$ cat config.mk
export PLATFORM = sky130hd
export DESIGN_NAME = hs_link_buffer
export DESIGN_NICKNAME = d
export VERILOG_FILES = /design/src/rtl/hs_link_buffer.sv
export SDC_FILE = /design/constraint.sdc
export NUM_CORES = 1
export LEC_CHECK = 0
export BUFFER_PORTS_ARGS = -buffer_cell sky130_fd_sc_hd__buf_2
export CAP_MARGIN = 20
export CORE_ASPECT_RATIO = 0.6
export CORE_MARGIN = 3
export CORE_UTILIZATION = 38
export CTS_BUF_LIST = sky130_fd_sc_hd__clkbuf_16
export DETAILED_ROUTE_END_ITERATION = 6
export PLACE_DENSITY = 0.57
export SLEW_MARGIN = 20
export SYNTH_ARGS = -nofsm -noshare
export SYNTH_HDL_FRONTEND = slang
export SYNTH_SLANG_ARGS = --single-unit
$ cat constraint.sdc
create_clock -name clk -period 7.54 [get_ports clk]
set_input_delay 0.754 -clock clk [delete_from_list [all_inputs] [get_ports clk]]
set_output_delay 0.754 -clock clk [all_outputs]
set_load 0.02 [all_outputs]
$ cat src/rtl/hs_link_buffer.sv
// Four-phase handshake link: producer and consumer handshakes joined by a DEPTH-entry circular buffer.
// Optional macro HS_LINK_SYNC_EN adds two-flop synchronisers on in_req and out_ack.
module hs_link_buffer #(
  parameter int DATA_W = 16,
  parameter int DEPTH  = 4
) (
  input  logic                     clk,
  input  logic                     reset,
  input  logic                     in_req,
  output logic                     in_ack,
  input  logic [DATA_W-1:0]        in_data,
  output logic                     out_req,
  input  logic                     out_ack,
  output logic [DATA_W-1:0]        out_data,
  output logic [$clog2(DEPTH):0]   count,
  output logic                     full,
  output logic                     empty
);

  localparam int PW = $clog2(DEPTH);
  localparam int CW = PW + 1;

  typedef enum logic       {IN_IDLE, IN_ACK}              in_state_e;
  typedef enum logic [1:0] {OUT_IDLE, OUT_REQ, OUT_WAIT}  out_state_e;

  in_state_e           in_state_q,  in_state_d;
  out_state_e          out_state_q, out_state_d;
  logic                in_ack_q,    in_ack_d;
  logic                out_req_q,   out_req_d;
  logic [DATA_W-1:0]   out_data_q,  out_data_d;
  logic [PW-1:0]       wr_ptr_q,    wr_ptr_d;
  logic [PW-1:0]       rd_ptr_q,    rd_ptr_d;
  logic [CW-1:0]       count_q,     count_d;
  logic [DATA_W-1:0]   mem_q [DEPTH];
  logic                req_s, ack_s;
  logic                wr_en, rd_en;

`ifdef HS_LINK_SYNC_EN
  logic [1:0] req_sync_q, ack_sync_q;

  always_ff @(posedge clk) begin
    if (reset) begin
      req_sync_q <= '0;
      ack_sync_q <= '0;
    end else begin
      req_sync_q <= {req_sync_q[0], in_req};
      ack_sync_q <= {ack_sync_q[0], out_ack};
    end
  end

  assign req_s = req_sync_q[1];
  assign ack_s = ack_sync_q[1];
`else
  assign req_s = in_req;
  assign ack_s = out_ack;
`endif

  assign full  = (count_q == CW'(DEPTH));
  assign empty = (count_q == '0);

  // NOTE: every output of this block gets a default first, so no path leaves a latch.
  always_comb begin
    in_state_d = in_state_q;
    in_ack_d   = in_ack_q;
    wr_en      = 1'b0;
    case (in_state_q)
      IN_IDLE: if (req_s && !full) begin
        wr_en      = 1'b1;
        in_ack_d   = 1'b1;
        in_state_d = IN_ACK;
      end
      IN_ACK: if (!req_s) begin
        in_ack_d   = 1'b0;
        in_state_d = IN_IDLE;
      end
      default: in_state_d = IN_IDLE;
    endcase
  end

  always_comb begin
    out_state_d = out_state_q;
    out_req_d   = out_req_q;
    out_data_d  = out_data_q;
    rd_en       = 1'b0;
    case (out_state_q)
      OUT_IDLE: if (!empty && !ack_s) begin
        out_data_d  = mem_q[rd_ptr_q];
        out_req_d   = 1'b1;
        out_state_d = OUT_REQ;
      end
      OUT_REQ: if (ack_s) begin
        out_req_d   = 1'b0;
        rd_en       = 1'b1;
        out_state_d = OUT_WAIT;
      end
      OUT_WAIT: if (!ack_s) out_state_d = OUT_IDLE;
      default:  out_state_d = OUT_IDLE;
    endcase
  end

  // Pointers wrap naturally because DEPTH is a power of two.
  always_comb begin
    wr_ptr_d = wr_ptr_q + (wr_en ? PW'(1) : PW'(0));
    rd_ptr_d = rd_ptr_q + (rd_en ? PW'(1) : PW'(0));
    case ({wr_en, rd_en})
      2'b10:   count_d = count_q + CW'(1);
      2'b01:   count_d = count_q - CW'(1);
      default: count_d = count_q;
    endcase
  end

  // NOTE: state registers use non-blocking assignments so all flops update from pre-edge values.
  always_ff @(posedge clk) begin
    if (reset) begin
      in_state_q  <= IN_IDLE;
      out_state_q <= OUT_IDLE;
      in_ack_q    <= 1'b0;
      out_req_q   <= 1'b0;
      out_data_q  <= '0;
      wr_ptr_q    <= '0;
      rd_ptr_q    <= '0;
      count_q     <= '0;
    end else begin
      in_state_q  <= in_state_d;
      out_state_q <= out_state_d;
      in_ack_q    <= in_ack_d;
      out_req_q   <= out_req_d;
      out_data_q  <= out_data_d;
      wr_ptr_q    <= wr_ptr_d;
      rd_ptr_q    <= rd_ptr_d;
      count_q     <= count_d;
    end
  end

  // NOTE: storage is not reset; pointers and count alone decide which entries are valid.
  always_ff @(posedge clk) begin
    if (wr_en && !reset) mem_q[wr_ptr_q] <= in_data;
  end

  assign in_ack   = in_ack_q;
  assign out_req  = out_req_q;
  assign out_data = out_data_q;
  assign count    = count_q;

endmodule

### Word level (Yosys, flattened, before mapping)

Memory sizes are Yosys's and may differ from the RTL's. A register that Yosys moved wholly into a read port is not among the register bits.
Cells that the tools add are included.

| storage, ports and cells | value |
|---|---|
| flip-flop bits (word level) | 12 |
| memory bits (writable) | 64 |
| output and inout bits | 23 |
| word-level logic and storage cells | 59 |
| memories kept | 1 |

| cells by class | value |
|---|---|
| $add $sub $neg | 4 |
| equal/unequal tests | 10 |
| mux-type cells | 21 |
| bitwise gates (word level) | 1 |
| reduce and logical (&&, ||, !) cells | 15 |

Memory list:

| name | words | bits a word | read ports | clocked after memory_dff | wr ports | line | source |
|---|---|---|---|---|---|---|---|
| mem_q | 4 | 16 | 1 | 1 | 1 | 34 | `logic [DATA_W-1:0] mem_q [DEPTH];` |

Operator list:

| kind | count |
|---|---|
| $mux 1 | 13 |
| $ne 2x2->1 const B | 5 |
| $mux 2 | 3 |
| $pmux 1 s2 | 3 |
| $pmux 2 s3 | 1 |
| $pmux 3 s2 | 1 |
| $reduce_and 3->1 | 2 |
| $add 2x1->2 | 2 |
| $eq 2x1->1 const B | 2 |
| $eq 2x2->1 const B | 2 |
| $logic_not 1->1 | 4 |
| $reduce_and 2->1 | 2 |
| $reduce_bool 2->1 | 2 |
| $add 3x1->3 const B | 1 |
| $eq 3x3->1 const B | 1 |
| $logic_and 1x1->1 | 3 |
| $logic_not 3->1 | 1 |
| $sub 3x1->3 const B | 1 |
| $logic_not 2->1 | 1 |
| $not 1->1 | 1 |

### Logic depth before layout (Yosys ltp)

Gate-level depths: netlist of run 1.

| depth | value |
|---|---|
| word-level depth | 8 |
| depth in mapped cells | 9 |
| mapped depth without buffers | 8 |

### Least setup slack after synthesis of run 1

No wires, ideal clock.

| path | value |
|---|---|
| kind | input to register |
| start | input port in_req |
| end | memory mem_q[0][0], enable pin |
| arrival | 2.818 ns |
| data required time | 7.110 ns |
| setup slack | 4.292 ns |
| cell stages on the path | 3 |
| path buffers | 1 |
| cells stage by stage | or3b_1 -> buf_6 -> nor4_1 |

| between the ends | value |
|---|---|
| cells in the longest elaborated chain, start to end | 6 |

RTL lines:

| item | line | source |
|---|---|---|
| start: declaration | 9 | `input logic in_req,` |
| $logic_and 1x1->1 | 67 | `IN_IDLE: if (req_s && !full) begin` |
| $mux 1 | 67 |  |
| $mux 1 | 66 | `case (in_state_q)` |
| $logic_and 1x1->1 | 137 | `if (wr_en && !reset) mem_q[wr_ptr_q] <= in_data;` |
| $mux 1 | 137 |  |
| $mux 1 (not written as such) | 137 |  |
| end: declaration | 34 |  |

No other way between the ends.

### Worst setup path after layout of run 1

| path | value |
|---|---|
| start | register count_q[0] (netlist: count[0]) |
| end | output port empty |

| between the ends | value |
|---|---|
| cells in the longest elaborated chain, start to end | 1 |

RTL lines:

| item | line | source |
|---|---|---|
| start: declaration | 33 | `logic [CW-1:0] count_q, count_d;` |
| start signal: assignment | 131 | `count_q <= count_d;` |
| $logic_not 3->1 | 59 | `assign empty = (count_q == '0);` |
| end: declaration | 17 | `output logic empty` |

No other way between the ends.

==> impl_metrics.toml, run 1 <==
[sta]
max_slew_margin_pct = 40.9
setup_tns_ps = 0
fin_crit_ps = 2640
maxSlewViolCount = 0
setup_violations = 0
finalHoldViolations = 0
worst_slew_pin_slew_ps = 885
finalClockSkew_ps = 3.76
period_share_pct = 35.0
hold_ws_ps = 462
rsz0062_at_grt = "no"
max_freq_mhz = 379

[synth]
syn_nets = 240
synthMuxAreaShare_pct = 9.99
synth-seq-area-share_pct = 68.8
synth_cell_types = 31
yosys-top-cells-area = "edfxtp_1 (53%), dfxtp_1 (16%), mux4_2 (10%), nand3_1 (2.2%), a21oi_2 (2.2%)"
yosysTopAreaCellShare_pct = 53.3
synth_xor_area_share_pct = 1.21
ys_ff_latch = 92
synth_area_sq_mm = 0.00361
synth_top_family_by_area = "multiplexers"
yosys.area_share.simple_pct = 7.15
synth_top_cell_by_area = "edfxtp_1"
synth_fa_ha_area_share_pct = 1.60
synth_compound_area_share_pct = 7.43
synth_warnings = 0
syn_area_per_cell_sq_um = 16.7
synthCells = 216

[die]
die_h_microns = 81.5
die_w_microns = 132
core_area_sq_mm = 0.00885
die-area_sq_mm = 0.0107
start_util_pct = 40.8
io_pins = 43
rows = 26

[cells_and_area]
regArea_sq_mm = 0.00248
final_nets = 285
fin_cells = 392
syn2layout_area_growth_pct = 17.1
final_area_sq_mm = 0.00422
fillers = 804
antennaDiodeCount = 0
final_cell_mix = "edfxtp_1 (64), buf_2 (42), dfxtp_1 (28)"
drive_gt1_share_pct = 39.1
multi_input_area_sq_mm = 0.00102
final_common_cell = "edfxtp_1"

[placement]
dp_cells = 374
placed_area_sq_mm = 0.00392
gp_congestion = 0.705
dp_hpwl_microns = 4410
io_buffers = 42

[clocking]
clock_latency_ps = 340
ctsResizeCount = 0
h-tree-depth = 3
tritoncts = "built"
clk_path_buf_depth = 2
cts_root_buf = "clkbuf_16"
postCtsSetupRepairBufs = 0
cts_hold_buf = 0
cts_made_buffers = 9
clk_pin_slew_worst_paths_ps = 60
cts_sinks = 92

[routing]
vias = 1945
drt_iter0_drc = 142
ant_nets = 0
top_layer = "met4"
dr_wl_met3_microns = 337
firstDrtPassIters = 4
met1Wirelength_microns = 3450
dr_wl_met2_microns = 2780
vias_per_cell = 4.96
routedWlPerCell_microns = 17.0
routed_wl_microns = 6670
drc = 0

[critical_path]
worst-setup-path-type = "reg2out"
start_kind = "register"
reg2regPathDepth = 8
r2r_end = "count[2]"
crit_required_ps = 6790
rrSetupSlack_ps = 4970
endpoint = "empty"
arrival_ps = 1890
startpoint = "count[0]"
crit_path_end_kind = "output pin"
crit_fanout = 19
r2r_start = "count[2]"

[global_routing]
grt_antenna_before_repair = 0
overflow = 0
grt_max_degree = 33
grt_pass1_vias = 1930
track_usage_pct = 13.9
grt_pass1_wl_microns = 10900

[outcome]
status = "finished clean"

[power]
p_leak_uw = 0.00143
ir_drop_v = 0.000164
p_per_area_mw_per_mm2 = 265

[flow_run]
max-cap-violations = 0

[worst_hold_path]
hold_class = "reg2reg"
## through the flow
step	power [uW]	setup slack [ps]	util, %
global placement	717	4710	44.3
finish	1120	4900	47.7
CTS	1130	4840	47.4
global route	1170	4680	47.7
floorplan	686	4290	-
detailed placement	719	4630	44.3
## critical path: stages (launching register included)
cell and delay, ps:
dfxtp_1 400, or3_1 660, clkinv_8 240, buf_2 240
## Yosys cell counts
| cell type | n |
|---|---|
| ha_1 | 3 |
| nor4bb_4 | 1 |
| fa_1 | 1 |
| or3b_1 | 1 |
| nor4b_2 | 2 |
| xnor2_1 | 3 |
| edfxtp_1 | 64 |
| a21oi_2 | 9 |
| nor2_1 | 7 |
| buf_6 | 4 |
| nor3_2 | 1 |
| nor4_1 | 2 |
| nand3_1 | 16 |
| o21ai_0 | 3 |
| nand2b_1 | 1 |
| dfxtp_1 | 28 |
| clkbuf_1 | 3 |
| xor2_1 | 2 |
| clkinv_8 | 1 |
| a21oi_1 | 12 |
| buf_12 | 1 |
| nor3b_1 | 2 |
| o21ai_2 | 9 |
| or3_1 | 2 |
| nor2b_1 | 2 |
| nand2_1 | 2 |
| mux4_2 | 16 |
| o21ai_1 | 7 |
| or3_4 | 1 |
| buf_2 | 5 |
| inv_1 | 5 |
## metal layers
metal,track usage (%),up-vias
li1,-,927
met1,19.7,962
met2,19.7,47
met3,5.20,9
met4,5.03,0
met5,0,-
## cell type report
type | count | area share [%]
Sequential cell | 92 | 58.8
Clock buffer | 9 | 5.33
Timing Repair Buffer | 47 | 6.02
Tap cell | 126 | 3.73
Inverter | 6 | 0.830
Clock inverter | 7 | 1.19
Multi-Input combinational cell | 105 | 24.1
## state kept, by name, indices dropped and copies added, names as in the netlist
| register | cells |
|---|---|
| rd_ptr_q | 2 |
| out_data | 16 |
| mem_q | 64 |
| out_state_q | 2 |
| count | 3 |
| in_state_q | 1 |
| wr_ptr_q | 2 |
| out_req | 1 |
| in_ack | 1 |
## how the worst min path moves through the flow
stage / slack (ps) / end / cells past startpoint / from
after floorplan: 430 / in_state_q / 2 / in_state_q
after global placement: 450 / in_state_q / 2 / in_state_q
after detailed placement: 450 / in_state_q / 2 / in_state_q
after CTS: 470 / in_state_q / 2 / in_state_q
after global routing: 480 / out_data[6] / 2 / out_data[6]
final: 460 / out_data[6] / 2 / out_data[6]
## kinds of logic after synthesis
| family | count (synthesis) |
|---|---|
| xor gates and xnor gates | 5 |
| buffers and inverters | 19 |
| DFF | 92 |
| muxes | 16 |
| AOI/OAI and AO/OA | 40 |
| and+or+nand+nor | 40 |
| adders and majority gates | 4 |
## where the power goes
part	total (uW)	switching [uW]	leakage, uW	internal, uW
logic	130	85.3	0.000482	45.1
clock network	411	186	0.000140	225
registers	575	13.2	0.000808	562
Power figures use the tool's default switching activity.
==> run 2, diff against run 1 <==
clock period = 2.7 ns   (was 7.54 ns; I/O delays follow)
==> impl_metrics.toml, run 2 (synthesis gave the netlist of run 1 again) <==
[routing]
routed_wl_microns = 6730
vias = 1937
routedWlPerCell_microns = 17.0
drc = 0
firstDrtPassIters = 4
drt_iter0_drc = 82
ant_nets = 0
vias_per_cell = 4.90

[sta]
max_freq_mhz = 451
maxSlewViolCount = 0
fin_crit_ps = 2220
setup_violations = 0
max_slew_margin_pct = 43.7
period_share_pct = 82.0
finalHoldViolations = 0
setup_tns_ps = 0
worst_slew_pin_slew_ps = 845
fin_ws_ps = 485
finalClockSkew_ps = 3.68
rsz0062_at_grt = "no"

[flow_run]
max-cap-violations = 0

[global_routing]
met1_usage_pct = 19.9
met3_usage_pct = 5.20
overflow = 0
grt_pass1_wl_microns = 11000
top_usage_layer = "met1"
grtUsageMet2_pct = 19.4
grt_max_degree = 33
track_usage_pct = 14.0
grt_pass1_vias = 1971
grt_antenna_before_repair = 0

[clocking]
cts_sinks = 92
h-tree-depth = 3
clk_pin_slew_worst_paths_ps = 60
clk_path_buf_depth = 2
postCtsSetupRepairBufs = 0
cts_root_buf = "clkbuf_16"
clock_latency_ps = 340
cts_hold_buf = 0
cts_made_buffers = 9
tritoncts = "built"
ctsResizeCount = 0

[die]
die_h_microns = 81.5
core_area_sq_mm = 0.00885
die_w_microns = 132
io_pins = 43
start_util_pct = 40.8
rows = 26
die-area_sq_mm = 0.0107

[placement]
gp_congestion = 0.684
dpl_worst_slack_ps = 491
dp_hpwl_microns = 4440
io_buffers = 42

[critical_path]
crit_path_top_delay_cell = "nor3b_1"
worst-setup-path-type = "reg2reg"
arrival_ps = 2480
crit_required_ps = 2960
crit_fanout = 5
slowest_delay_ps = 370
rrSetupSlack_ps = 480
crit_path_end_kind = "register"
crit_chain = "nor3b_1 > or3b_1 > ha_1 > inv_1 > fa_1 > xor2_1 > or3_1 > a21oi_1"
start_kind = "register"

[cells_and_area]
final_nets = 288
syn2layout_area_growth_pct = 17.9
final_common_cell = "edfxtp_1"
final_cell_mix = "edfxtp_1 (64), buf_2 (42), dfxtp_1 (28)"
postLayoutCoreUtil_pct = 48.0
drive_gt1_share_pct = 38.7
fillers = 784
antennaDiodeCount = 0
top_register = "mem_q"
largest_reg_flops = 64

[outcome]
status = "finished clean"

[power]
p_per_area_mw_per_mm2 = 747
p_leak_uw = 0.00145
ir_drop_v = 0.000369
power_uw = 3180

[worst_hold_path]
hold_class = "in2reg"
## run 2: changes by cell type in the layout (fill, tap and decap cells not counted), sizes merged
cell      delta
clkbuf       -1
clkinvlp     +2
bufinv       +1
buf          +4
clkinv       -2
inv          -1
## run 2: final cells by class
type / instances / area [sq um] / share of cell area (%)
clock buffers: 9 / 225 / 5.30
clock inverters: 7 / 61.3 / 1.44
inverters: 6 / 35.0 / 0.824
multi-input cells: 105 / 1020 / 24.0
flip-flops and latches: 92 / 2480 / 58.4
well taps: 126 / 158 / 3.71
repair buffers: 50 / 270 / 6.36
## run 2: critical path: cells and delay by family, from the launching register on
family	cells	cell delay (ps)
buffers and inverters	1	60
AO/OA/AOI/OAI	1	150
adder cells (fa/ha/maj)	2	550
XOR/XNOR	1	150
flip-flops	1	360
AND/OR/NAND/NOR	3	870
## run 2: through the flow
step	hold slack [ps]	instances	cell area (sq um)
final	148	395	4250
after global routing	144	395	4250
after CTS	133	395	4250
after detailed placement	457	379	3970
after global placement	449	379	3970
after floorplan	349	216	3610
## run 2: final timing paths
check / startpoint / to / depth (start not counted)
worst min register to register: out_data[11] / out_data[11] / 2
worst max-delay path: count[2] / count[2] / 8
worst max register to register: count[2] / count[2] / 8
worst min-delay path: in_data[4] / mem_q[0][4] / 1
## run 2: metal layers
layer	part of all wire, %	wire length [microns]
met3	5.7	381
met4	1.5	102
met5	0	0
met1	50	3380
met2	43	2870
## run 2: power by group
part | internal, uW | switching, uW | total, uW
Clock | 705 | 493 | 1200
Sequential | 1570 | 34.8 | 1600
Combinational | 130 | 244 | 374
Total | 2400 | 772 | 3180
==> run 3, diff against run 2 <==
clock period = 2.12 ns   (was 2.7 ns; I/O delays follow)
==> impl_metrics.toml, run 3 (synthesis gave the netlist of run 1 again) <==
[sta]
setup_violations = 0
period_share_pct = 93.2
hold_ws_ps = 102
finalClockSkew_ps = 3.65
max_freq_mhz = 506
worst_slew_pin_slew_ps = 594
rsz0062_at_grt = "no"
finalHoldViolations = 0
fin_crit_ps = 1980
max_slew_margin_pct = 60.4
maxSlewViolCount = 0

[critical_path]
endpoint = "count[2]"
r2r_end = "count[2]"
crit_family = "simple AND/OR/NAND/NOR gates"
crit_required_ps = 2370
arrival_ps = 2230
worst-setup-path-type = "reg2reg"
start_kind = "register"
crit_fanout = 5
reg2regPathDepth = 8
crit_path_top_delay_cell = "dfxtp_1"
critPathBufInv = 1
slowest_delay_ps = 420
startpoint = "out_state_q[0]"
r2r_start = "out_state_q[0]"
crit_path_end_kind = "register"
crit_chain = "nand2_1 > nor2_1 > ha_4 > inv_1 > fa_2 > xor2_1 > or3_1 > a21oi_1"
rrSetupSlack_ps = 140
cp.depth = 8

[global_routing]
grt_pass1_vias = 1911
track_usage_pct = 13.8
grt_pass1_wl_microns = 10900
grt_antenna_before_repair = 0
overflow = 0
grt_max_degree = 21

[routing]
routed_wl_microns = 6800
vias_per_cell = 4.81
top_layer = "met4"
dr_wl_met2_microns = 2810
ant_nets = 0
routedWlPerCell_microns = 17.0
firstDrtPassIters = 6
drt_iter0_drc = 111
vias = 1930
drc = 0
dr_wl_met3_microns = 394
met1Wirelength_microns = 3540

[cells_and_area]
syn2layout_area_growth_pct = 21.5
final_nets = 294
antennaDiodeCount = 0
final_cell_mix = "edfxtp_1 (64), buf_2 (42), dfxtp_1 (25)"
postLayoutCoreUtil_pct = 49.5
fin_cells = 401
drive_gt1_share_pct = 42.9
final_common_cell = "edfxtp_1"
top_register = "mem_q"
largest_reg_flops = 64

[die]
rows = 26
start_util_pct = 40.8
core_area_sq_mm = 0.00885
die-area_sq_mm = 0.0107
die_h_microns = 81.5
io_pins = 43
die_w_microns = 132

[clocking]
clock_latency_ps = 330
clk_pin_slew_worst_paths_ps = 60
cts_sinks = 92
postCtsSetupRepairBufs = 0
h-tree-depth = 3
ctsResizeCount = 0
cts_root_buf = "clkbuf_16"
clk_path_buf_depth = 2
cts_hold_buf = 0
cts_made_buffers = 9
tritoncts = "built"

[placement]
io_buffers = 42
dp_hpwl_microns = 4680
gp_congestion = 0.741
dp_cells = 385

[power]
p_per_area_mw_per_mm2 = 905
ir_drop_v = 0.000482
p_leak_uw = 0.00149
power_uw = 3960

[outcome]
status = "finished clean"

[flow_run]
max-cap-violations = 0

[worst_hold_path]
hold_class = "in2reg"
[run 3: area by class of cell]
class,count,area (sq um)
fill,785,4470
sequential,92,2490
multi-input combinational,105,1050
timing repair buffer,56,378
clock buffer,9,225
tap,126,158
clock inverter,7,45.0
inverter,6,35.0
[run 3: metal layers]
metal  GRT usage [%]  vias to the layer above
met4            4.09                        0
met5               0                        -
met2            19.1                       44
met1            19.8                      941
li1                -                      939
met3            5.81                        6
[run 3: how the worst min path moves through the flow]
stage,start,end,depth (start not counted)
2_1_floorplan,out_ack,out_state_q[0],1
3_3_place_gp,in_data[11],mem_q[3][11],1
3_5_place_dp,in_data[1],mem_q[0][1],1
4_1_cts,in_data[1],mem_q[3][1],1
5_1_grt,in_data[11],mem_q[1][11],1
6_report,in_data[0],mem_q[2][0],1
[run 3: through the flow]
| stage | instance area [sq um] | setup slack (ps) | setup TNS, ps |
|---|---|---|---|
| global route | 4380 | 3.73 | 0 |
| global placement | 4110 | 144 | 0 |
| finish | 4380 | 144 | 0 |
| CTS | 4380 | 112 | 0 |
| floorplan | 3670 | -46.5 | -772 |
| detailed placement | 4110 | 137 | 0 |
[run 3: where the power goes]
group	internal, uW	total (uW)	leakage, uW	switching, uW
Combinational	189	507	0.000545	318
Sequential	2000	2050	0.000810	50.4
Clock	786	1410	0.000130	622
